**src/rtl/affine_transform_core.sv**
```systemverilog
// Affine step x_next = A*x + U in binary32, nine sequential MACs on one shared fp mul/add.
// Optional feature macro AFFINE_BUSY_EN adds a busy output that is high while the FSM is in CALC.
module affine_transform_core #(
  parameter int PRECISION = 32
) (
  input  logic                 clk,
  input  logic                 reset_n,
`ifdef AFFINE_BUSY_EN
  output logic                 busy,
`endif
  input  logic                 tvalid,
  input  logic [PRECISION-1:0] A00, A01, A02,
  input  logic [PRECISION-1:0] A10, A11, A12,
  input  logic [PRECISION-1:0] A20, A21, A22,
  input  logic [PRECISION-1:0] x0, x1, x2,
  input  logic [PRECISION-1:0] U0, U1, U2,
  output logic                 valid,
  output logic [PRECISION-1:0] x_next0, x_next1, x_next2
);

  typedef enum logic {IDLE, CALC} state_t;

  // Round-to-nearest-even on a 24-bit mantissa, then overflow to Inf or flush to zero.
  function automatic logic [31:0] fp_pack(input logic s, input logic signed [9:0] e,
                                          input logic [23:0] m, input logic g, input logic st);
    logic [24:0]       rnd;
    logic signed [9:0] ex;
    rnd = {1'b0, m} + {24'd0, g & (st | m[0])};
    ex  = e + $signed({9'd0, rnd[24]});
    if (ex >= 10'sd255)   return {s, 8'hFF, 23'd0};
    else if (ex <= 10'sd0) return {s, 31'd0};
    // On mantissa carry-out the fraction bits are already zero.
    return {s, ex[7:0], rnd[22:0]};
  endfunction

  function automatic logic [31:0] fp_mul(input logic [31:0] a, input logic [31:0] b);
    logic              sr, a_zero, b_zero, a_inf, b_inf, a_nan, b_nan;
    logic [47:0]       prod;
    logic signed [9:0] ex;
    sr     = a[31] ^ b[31];
    a_zero = (a[30:23] == 8'd0);
    b_zero = (b[30:23] == 8'd0);
    a_inf  = (a[30:23] == 8'hFF) && (a[22:0] == 23'd0);
    b_inf  = (b[30:23] == 8'hFF) && (b[22:0] == 23'd0);
    a_nan  = (a[30:23] == 8'hFF) && (a[22:0] != 23'd0);
    b_nan  = (b[30:23] == 8'hFF) && (b[22:0] != 23'd0);
    prod   = {24'd0, 1'b1, a[22:0]} * {24'd0, 1'b1, b[22:0]};
    ex     = $signed({2'b00, a[30:23]}) + $signed({2'b00, b[30:23]}) - 10'sd127;
    if (a_nan || b_nan || (a_inf && b_zero) || (b_inf && a_zero)) return 32'h7FC0_0000;
    else if (a_inf || b_inf)   return {sr, 8'hFF, 23'd0};
    else if (a_zero || b_zero) return {sr, 31'd0};
    else if (prod[47])         return fp_pack(sr, ex + 10'sd1, prod[47:24], prod[23], |prod[22:0]);
    return fp_pack(sr, ex, prod[46:23], prod[22], |prod[21:0]);
  endfunction

  function automatic logic [31:0] fp_add(input logic [31:0] a, input logic [31:0] b);
    logic [31:0]       big, sml;
    logic              a_zero, b_zero, a_inf, b_inf, a_nan, b_nan;
    logic [7:0]        d;
    logic [5:0]        sh;
    logic [49:0]       wide;
    logic [26:0]       ax, bx, r;
    logic [27:0]       s28;
    logic [4:0]        pos, lz;
    logic signed [9:0] ex;
    a_zero = (a[30:23] == 8'd0);
    b_zero = (b[30:23] == 8'd0);
    a_inf  = (a[30:23] == 8'hFF) && (a[22:0] == 23'd0);
    b_inf  = (b[30:23] == 8'hFF) && (b[22:0] == 23'd0);
    a_nan  = (a[30:23] == 8'hFF) && (a[22:0] != 23'd0);
    b_nan  = (b[30:23] == 8'hFF) && (b[22:0] != 23'd0);
    big = a;
    sml = b;
    if (a[30:0] < b[30:0]) begin
      big = b;
      sml = a;
    end
    // Align the smaller operand keeping guard, round and a sticky OR of everything shifted out.
    d    = big[30:23] - sml[30:23];
    sh   = (d > 8'd49) ? 6'd49 : d[5:0];
    wide = {1'b1, sml[22:0], 26'd0} >> sh;
    bx   = {wide[49:24], |wide[23:0]};
    ax   = {1'b1, big[22:0], 3'b000};
    ex   = $signed({2'b00, big[30:23]});
    pos  = 5'd0;
    s28  = {1'b0, ax} + {1'b0, bx};
    if (big[31] == sml[31]) begin
      if (s28[27]) begin
        r  = {s28[27:2], |s28[1:0]};
        ex = ex + 10'sd1;
      end else begin
        r  = s28[26:0];
      end
    end else begin
      r = ax - bx;
      for (int k = 0; k < 27; k++)
        if (r[k]) pos = k[4:0];
      lz = 5'd26 - pos;
      r  = r << lz;
      ex = ex - $signed({5'd0, lz});
    end
    if (a_nan || b_nan || (a_inf && b_inf && (a[31] != b[31]))) return 32'h7FC0_0000;
    else if (a_inf)            return {a[31], 8'hFF, 23'd0};
    else if (b_inf)            return {b[31], 8'hFF, 23'd0};
    else if (a_zero && b_zero) return {a[31] & b[31], 31'd0};
    else if (a_zero)           return b;
    else if (b_zero)           return a;
    else if (r == 27'd0)       return 32'd0;
    return fp_pack(big[31], ex, r[26:3], r[2], |r[1:0]);
  endfunction

  state_t            state_q, state_d;
  logic [8:0][31:0]  a_q;
  logic [2:0][31:0]  x_q, acc_q, xn_q;
  logic [3:0]        step_q;
  logic              valid_q;
  logic              load, mac, done;
  logic [1:0]        row, col;
  logic [31:0]       mul_res, sum;

  always_comb begin
    row = 2'd0;
    col = step_q[1:0];
    if (step_q >= 4'd6) begin
      row = 2'd2;
      col = 2'(step_q - 4'd6);
    end else if (step_q >= 4'd3) begin
      row = 2'd1;
      col = 2'(step_q - 4'd3);
    end
    mul_res = fp_mul(a_q[step_q], x_q[col]);
    sum     = fp_add(acc_q[row], mul_res);
  end

  always_comb begin
    state_d = state_q;
    load    = 1'b0;
    mac     = 1'b0;
    done    = 1'b0;
    case (state_q)
      IDLE: if (tvalid) begin
        load    = 1'b1;
        state_d = CALC;
      end
      CALC: begin
        mac = 1'b1;
        if (step_q == 4'd8) begin
          done    = 1'b1;
          state_d = IDLE;
        end
      end
      default: state_d = IDLE;
    endcase
  end

  always_ff @(posedge clk or negedge reset_n) begin
    if (!reset_n) state_q <= IDLE;
    else          state_q <= state_d;
  end

  always_ff @(posedge clk or negedge reset_n) begin
    if (!reset_n) begin
      a_q     <= '0;
      x_q     <= '0;
      acc_q   <= '0;
      xn_q    <= '0;
      step_q  <= 4'd0;
      valid_q <= 1'b0;
    end else begin
      valid_q <= done;
      if (load) begin
        a_q    <= {A22, A21, A20, A12, A11, A10, A02, A01, A00};
        x_q    <= {x2, x1, x0};
        acc_q  <= {U2, U1, U0};
        step_q <= 4'd0;
      end
      if (mac) begin
        acc_q[row] <= sum;
        step_q     <= step_q + 4'd1;
      end
      // Last MAC lands in row 2, so take it straight from the adder.
      if (done) xn_q <= {sum, acc_q[1], acc_q[0]};
    end
  end

  assign valid   = valid_q;
  assign x_next0 = xn_q[0];
  assign x_next1 = xn_q[1];
  assign x_next2 = xn_q[2];
`ifdef AFFINE_BUSY_EN
  assign busy    = (state_q == CALC);
`endif

endmodule

```
**config.mk**
```make
export PLATFORM = sky130hd
export DESIGN_NAME = affine_transform_core
export DESIGN_NICKNAME = d
export VERILOG_FILES = /design/src/rtl/affine_transform_core.sv
export SDC_FILE = /design/constraint.sdc
export NUM_CORES = 2
export LEC_CHECK = 0
export BUFFER_PORTS_ARGS = -buffer_cell sky130_fd_sc_hd__clkbuf_2
export CORE_UTILIZATION = 35
export DETAILED_ROUTE_END_ITERATION = 8
export SYNTH_ARGS = -nofsm -noshare
export SYNTH_HDL_FRONTEND = slang
export SYNTH_SLANG_ARGS = --single-unit
export TNS_END_PERCENT = 50
```
**constraint.sdc**
```tcl
create_clock -name clk -period 71.1 [get_ports clk]
set_clock_uncertainty 0.15 [all_clocks]
set_input_delay 10.665 -clock clk [delete_from_list [all_inputs] [get_ports clk]]
set_output_delay 10.665 -clock clk [all_outputs]
set_load 0.03 [all_outputs]
```
; Yosys cells after proc, flatten, opt, wreduce, memory -nomap -nowiden
; Cells that the tools add are included.
[totals]
reg_bits = 582
inputBits = 483
[op_classes]
magnitude_cmp = 14
bitwise_logic = 9
eq_ne = 7
shift = 2
n_mux = 103
addsub = 18
multipliers = 1
n_reduce_logical = 40
[op_table]
columns = op, count
row1 = $mux W32, 28
row2 = $mux W96, 2
row3 = $mux W5, 26
row4 = $bmux W32 S2, 2
row5 = $bmux W32 S4, 1
row6 = $bwmux W96, 1
row7 = $logic_not A23 Y1, 4
row8 = $reduce_bool A23 Y1, 4
row9 = $add A24 B1 Y25, 3
row10 = $demux W32 S2, 1
row11 = $mux W27, 2
row12 = $shr A50 B6 Y50, 1
row13 = $mul A24 B24 Y48, 1
row14 = $eq A8 B8 Y1 const B, 4
row15 = $logic_not A8 Y1, 4
row16 = $lt A31 B31 Y1, 1
row17 = $mux W1, 31
row18 = $add A10 B2 Y10, 3
row19 = $ge A10 B9 Y1 const B, 3
row20 = $le A10 B1 Y1 const B, 3
row21 = $add A27 B27 Y28, 1
row22 = $logic_not A27 Y1, 1
row23 = $shl A27 B5 Y27, 1
row24 = $sub A27 B27 Y27, 1
row25 = 35 further kinds, 65

; Depth between registers and ports, before layout
[logic_depth]
depth_word = 75
ltp_mapped = 146

; Worst setup path after synthesis
; OpenSTA, ideal clock, no wires.
[synth_timing]
path_kind = reg2reg
from = reg step_q[1]
to = reg acc_q[18] (netlist name)
arrival_time_ns = 30.038
required_ns = 70.824
setup_ns = 0.126
path_stages_with_launch = 126
path_slack_ns = 40.786
cell_sequence = dfrtp_1 > buf_2 > buf_1 > clkbuf_1 > buf_1 > inv_1 > ha_1 > o41a_1 > buf_2 > nand2_2 > buf_2 > buf_1 > buf_2 > mux2i_1 > o21a_1 > clkbuf_1 > clkbuf_1 > nor2_1 > [... 90 more ...] > ha_1 > nor2b_1 > nand3b_1 > nor2_1 > nand3_1 > nor3_1 > ha_1 > nand3b_1 > or3b_2 > nor3_1 > xnor2_1 > o41ai_1 > a311oi_1 > nand2_1 > a21oi_1 > buf_2 > and2_1 > a221o_1
[synth_via]
elab_chain_cells = 75
elab_cells_between_ends = 175
cone_classes = add/sub (17) / mul (1) / order compare (12) / eq/ne (6) / shift (2) / mux (91) / bitwise (7) / reduce/logical (39)
[synth_rtl]
columns = element, line_no
row1 = "start, declared", 115  ; logic [3:0] step_q;
row2 = "start signal, assigned", 179  ; step_q <= step_q + 4'd1;
row3 = $ge A4 B2 Y1 or $sub A2 B2 Y2 (tied branches), "127, 129"
row4 = $mux W2, 127  ; end else if (step_q >= 4'd3) begin
row5 = $mux W2, 124  ; if (step_q >= 4'd6) begin
row6 = $bmux W32 S2, 131  ; mul_res = fp_mul(a_q[step_q], x_q[col]);
row7 = $mux W32 (not written as such), 131
row8 = $mul A24 B24 Y48, 47  ; prod = {24'd0, 1'b1, a[22:0]} * {24'd0, 1'b1, b[22:0]};
row9 = $reduce_or A23 Y1, 52  ; else if (prod[47]) return fp_pack(sr, ex + 10'sd1, prod[47:24], prod[23], |prod[22:0]);
row10 = $or A1 B1 Y1, 28  ; rnd = {1'b0, m} + {24'd0, g & (st | m[0])};
row11 = [... 59 more ...], n/a
row12 = $le A10 B1 Y1, 31  ; else if (ex <= 10'sd0) return {s, 31'd0};
row13 = $mux W1, 31
row14 = $mux W1, 30  ; if (ex >= 10'sd255) return {s, 8'hFF, 23'd0};
row15 = $mux W1, 109  ; return fp_pack(big[31], ex, r[26:3], r[2], |r[1:0]);
row16 = $mux W32, 33  ; return {s, ex[7:0], rnd[22:0]};
row17 = $mux W32, 109
row18 = $bwmux W96 *, 178  ; acc_q[row] <= sum;
row19 = $mux W96 *, 177  ; if (mac) begin
row20 = "end signal, assigned", 174  ; acc_q <= {U2, U1, U0};
row21 = "end signal, assigned by index", 178
row22 = "end, declared", 114  ; logic [2:0][31:0] x_q, acc_q, xn_q;
; Every way passes the cells marked *; elsewhere a longest branch is shown, timed or not. The select of a mux whose other input is x is not followed.
; A chain may end at the register's enable or synchronous reset.

; Final worst setup path
[layout_timing]
from = reg step_q[0]
to = reg acc_q[80] (netlist name)
; Same word-level chain as after synthesis.

==> impl_metrics.yaml <==
run_status:
  status: "completed"
sta:
  period_needed_ns: 37.50
  tightest_slew_ns: 1.38
  hold_viol: 0
  relSlewSlack: 0.0796
  fmax_mhz: 26.7
  maxSlewViolCount: 0
  final-setup-viol-count: 0
  rsz0062_at_grt: "false"
  fin_crit_sh: 0.527
  fin_tns_setup_ns: 0
clocking:
  cts_setup_buffers: 0
  cts_made_buffers: 61
  htree_num_levels: 2
  cts_resized: 0
  cts.path.max_buffers: 3
  clk_latency_ns: 0.73
  hold_buffers: 0
  clkSinkCount: 582
  cts_tree: "done"
  cts_root_buf: "clkbuf_16"
  clk_pin_slew_worst_paths_ns: 0.07
layout:
  design_area_sq_um: 68400
  final_common_cell: "nand2_1"
  final_cell_mix: "2167 x nand2_1, 721 x inv_1, 640 x nor2_1"
  area_delta_synth_final_pct: 12.5
  drive_gt1_frac: 0.128
  nets: 9371
route:
  num_vias: 59900
  routed_wl_mm: 257
  remaining_drc_errors: 0
  wl_per_cell_microns: 24.5
  drtPass1Iterations: 6
  drt-initial-drc-count: 6018
  via_per_inst: 5.70
  ant_nets: 0
yosys:
  synth_seq_cells: 582
  ys_seq_area_frac: 0.240
  yosys_warnings: 0
  synth_flop_cell: "dfrtp_1"
  synth_edf_count: 0
  avgSynthCellArea_sq_um: 7.83
  synth_cells: 7760
  synth.distinct_cells: 125
  yosysTopAreaCell: "dfrtp_1"
  ys_top_cells_by_area: "dfrtp_1 24%, fa_1 16%, nand2_1 13%"
  syn-num-nets: 9018
  synth_top_area_share: 0.240
  ys_async_sr_fraction: 1.00
  synth_area_sq_um: 60700
floorplanning:
  die_w_microns: 419
  die-area_sq_um: 175000
  die_y_microns: 419
  rows: 152
  start_util: 0.353
  core-area_sq_um: 172000
  io_pins: 580
flow_run:
  drv_cap: 0
grt:
  antenna_found_initial: 38
  grt-ovfl-total: 0
  grt_pass1_wl_mm: 384
  grt_max_degree: 215
  grt_usage: 0.290
  grt_pass1_vias: 60100
setup_path:
  ff2ff_setup_slack_ns: 33.60
  critPathKind: "flop to flop"
  cp_common_cell: "ha_1"
  path_max_fanout: 87
  crit_arrival_ns: 37.96
  cp-end-kind: "flop"
  critPathRequiredTime_ns: 71.55
  crit_path_top_delay_cell: "and2_1"
  critPathMaxStageDelay_ns: 0.95
  critPathLaunchType: "flop"
hold_path:
  hp-class: "flop to flop"
place:
  dp_hpwl_mm: 200
  io_buffers: 579
  dpl_cell_area_sq_um: 66200
  place.gp.congestion: 0.989
[synth_stat cells (92+ instances only)]
cell and count:
fa_1 485, nand3_1 126, dfrtp_1 582, ha_1 290, nor3_1 92, a21oi_1 332, clkbuf_1 345, nor2_1 641
xnor2_1 123, inv_1 721, o21ai_0 164, nand2_1 2172
[critical path: cells and delay by family (launching register included)]
kind,cells,cell delay (ns)
simple gates,45,13.89
compound gates,30,11.35
fa+ha+maj,16,6.20
buf+inv,14,4.21
flops,1,0.89
xor+xnor,2,0.41
mux,1,0.17
[path summary, 6_finish.rpt]
kind | from | endpoint | cells after the start
worst max-delay path | step_q[0]$_DFFE_PN0P_ | acc_q[80]$_DFF_PN0_ | 108
max in group asynchronous | reset_n | a_q[119]$_DFFE_PN0P_ | 3
worst max register to register | step_q[0]$_DFFE_PN0P_ | acc_q[80]$_DFF_PN0_ | 108
worst min register to register | a_q[148]$_DFFE_PN0P_ | a_q[148]$_DFFE_PN0P_ | 2
min in group asynchronous | reset_n | x_next0[10]$_DFFE_PN0P_ | 1
worst min-delay path | a_q[148]$_DFFE_PN0P_ | a_q[148]$_DFFE_PN0P_ | 2
[routing by layer]
| layer | share of wire | vias up | track usage |
|---|---|---|---|
| met2 | 0.46 | 2727 | 0.464 |
| met3 | 0.073 | 648 | 0.0376 |
| met5 | 0.00031 | - | 0 |
| li1 | - | 26600 | - |
| met1 | 0.40 | 29900 | 0.372 |
| met4 | 0.069 | 10 | 0.178 |
[state kept, by name (all words and copies together), names as in the netlist]
register,cells
a_q,288
acc_q,96
x_q,96
x_next0,32
x_next1,32
x_next2,32
step_q,4
state_q,1
valid,1
[area by class of cell]
cell class | count | area [sq um]
Antenna cell | 32 | 80.1
Clock buffer | 78 | 1640
Clock inverter | 30 | 397
Fill cell | 17900 | 104000
Inverter | 740 | 2780
Multi-Input combinational cell | 6000 | 42000
Sequential cell | 582 | 14600
Tap cell | 2310 | 2890
Timing Repair Buffer | 728 | 4040
[stage by stage]
| stage | worst slack, ns | std cells | utilization | hold slack, ns |
|---|---|---|---|---|
| 6_report | 33.60 | 10500 | 0.398 | 0.317 |
| 5_1_grt | 30.79 | 10500 | 0.398 | 0.326 |
| 4_1_cts | 34.40 | 10500 | 0.397 | 0.321 |
| 3_5_place_dp | 34.46 | 10400 | 0.385 | 0.305 |
| 3_3_place_gp | 35.40 | 10400 | 0.385 | 0.302 |
| 2_1_floorplan | 40.79 | 7760 | - | 0.287 |
[kinds of logic (layout without fill, tap and decap cells)]
family	Yosys count	after routing	synth area share
xor gates and xnor gates	162	162	0.0239
muxes	165	165	0.0373
buffers and inverters	1178	1576	0.0741
other	0	32	0
AOI/OAI and AO/OA	1324	1324	0.153
DFF	582	582	0.240
adders and majority gates	775	775	0.220
and+or+nand+nor	3574	3574	0.252
Power is not shown: default switching activity piles up to over one toggle a cycle in this logic, so the estimate is an artifact.
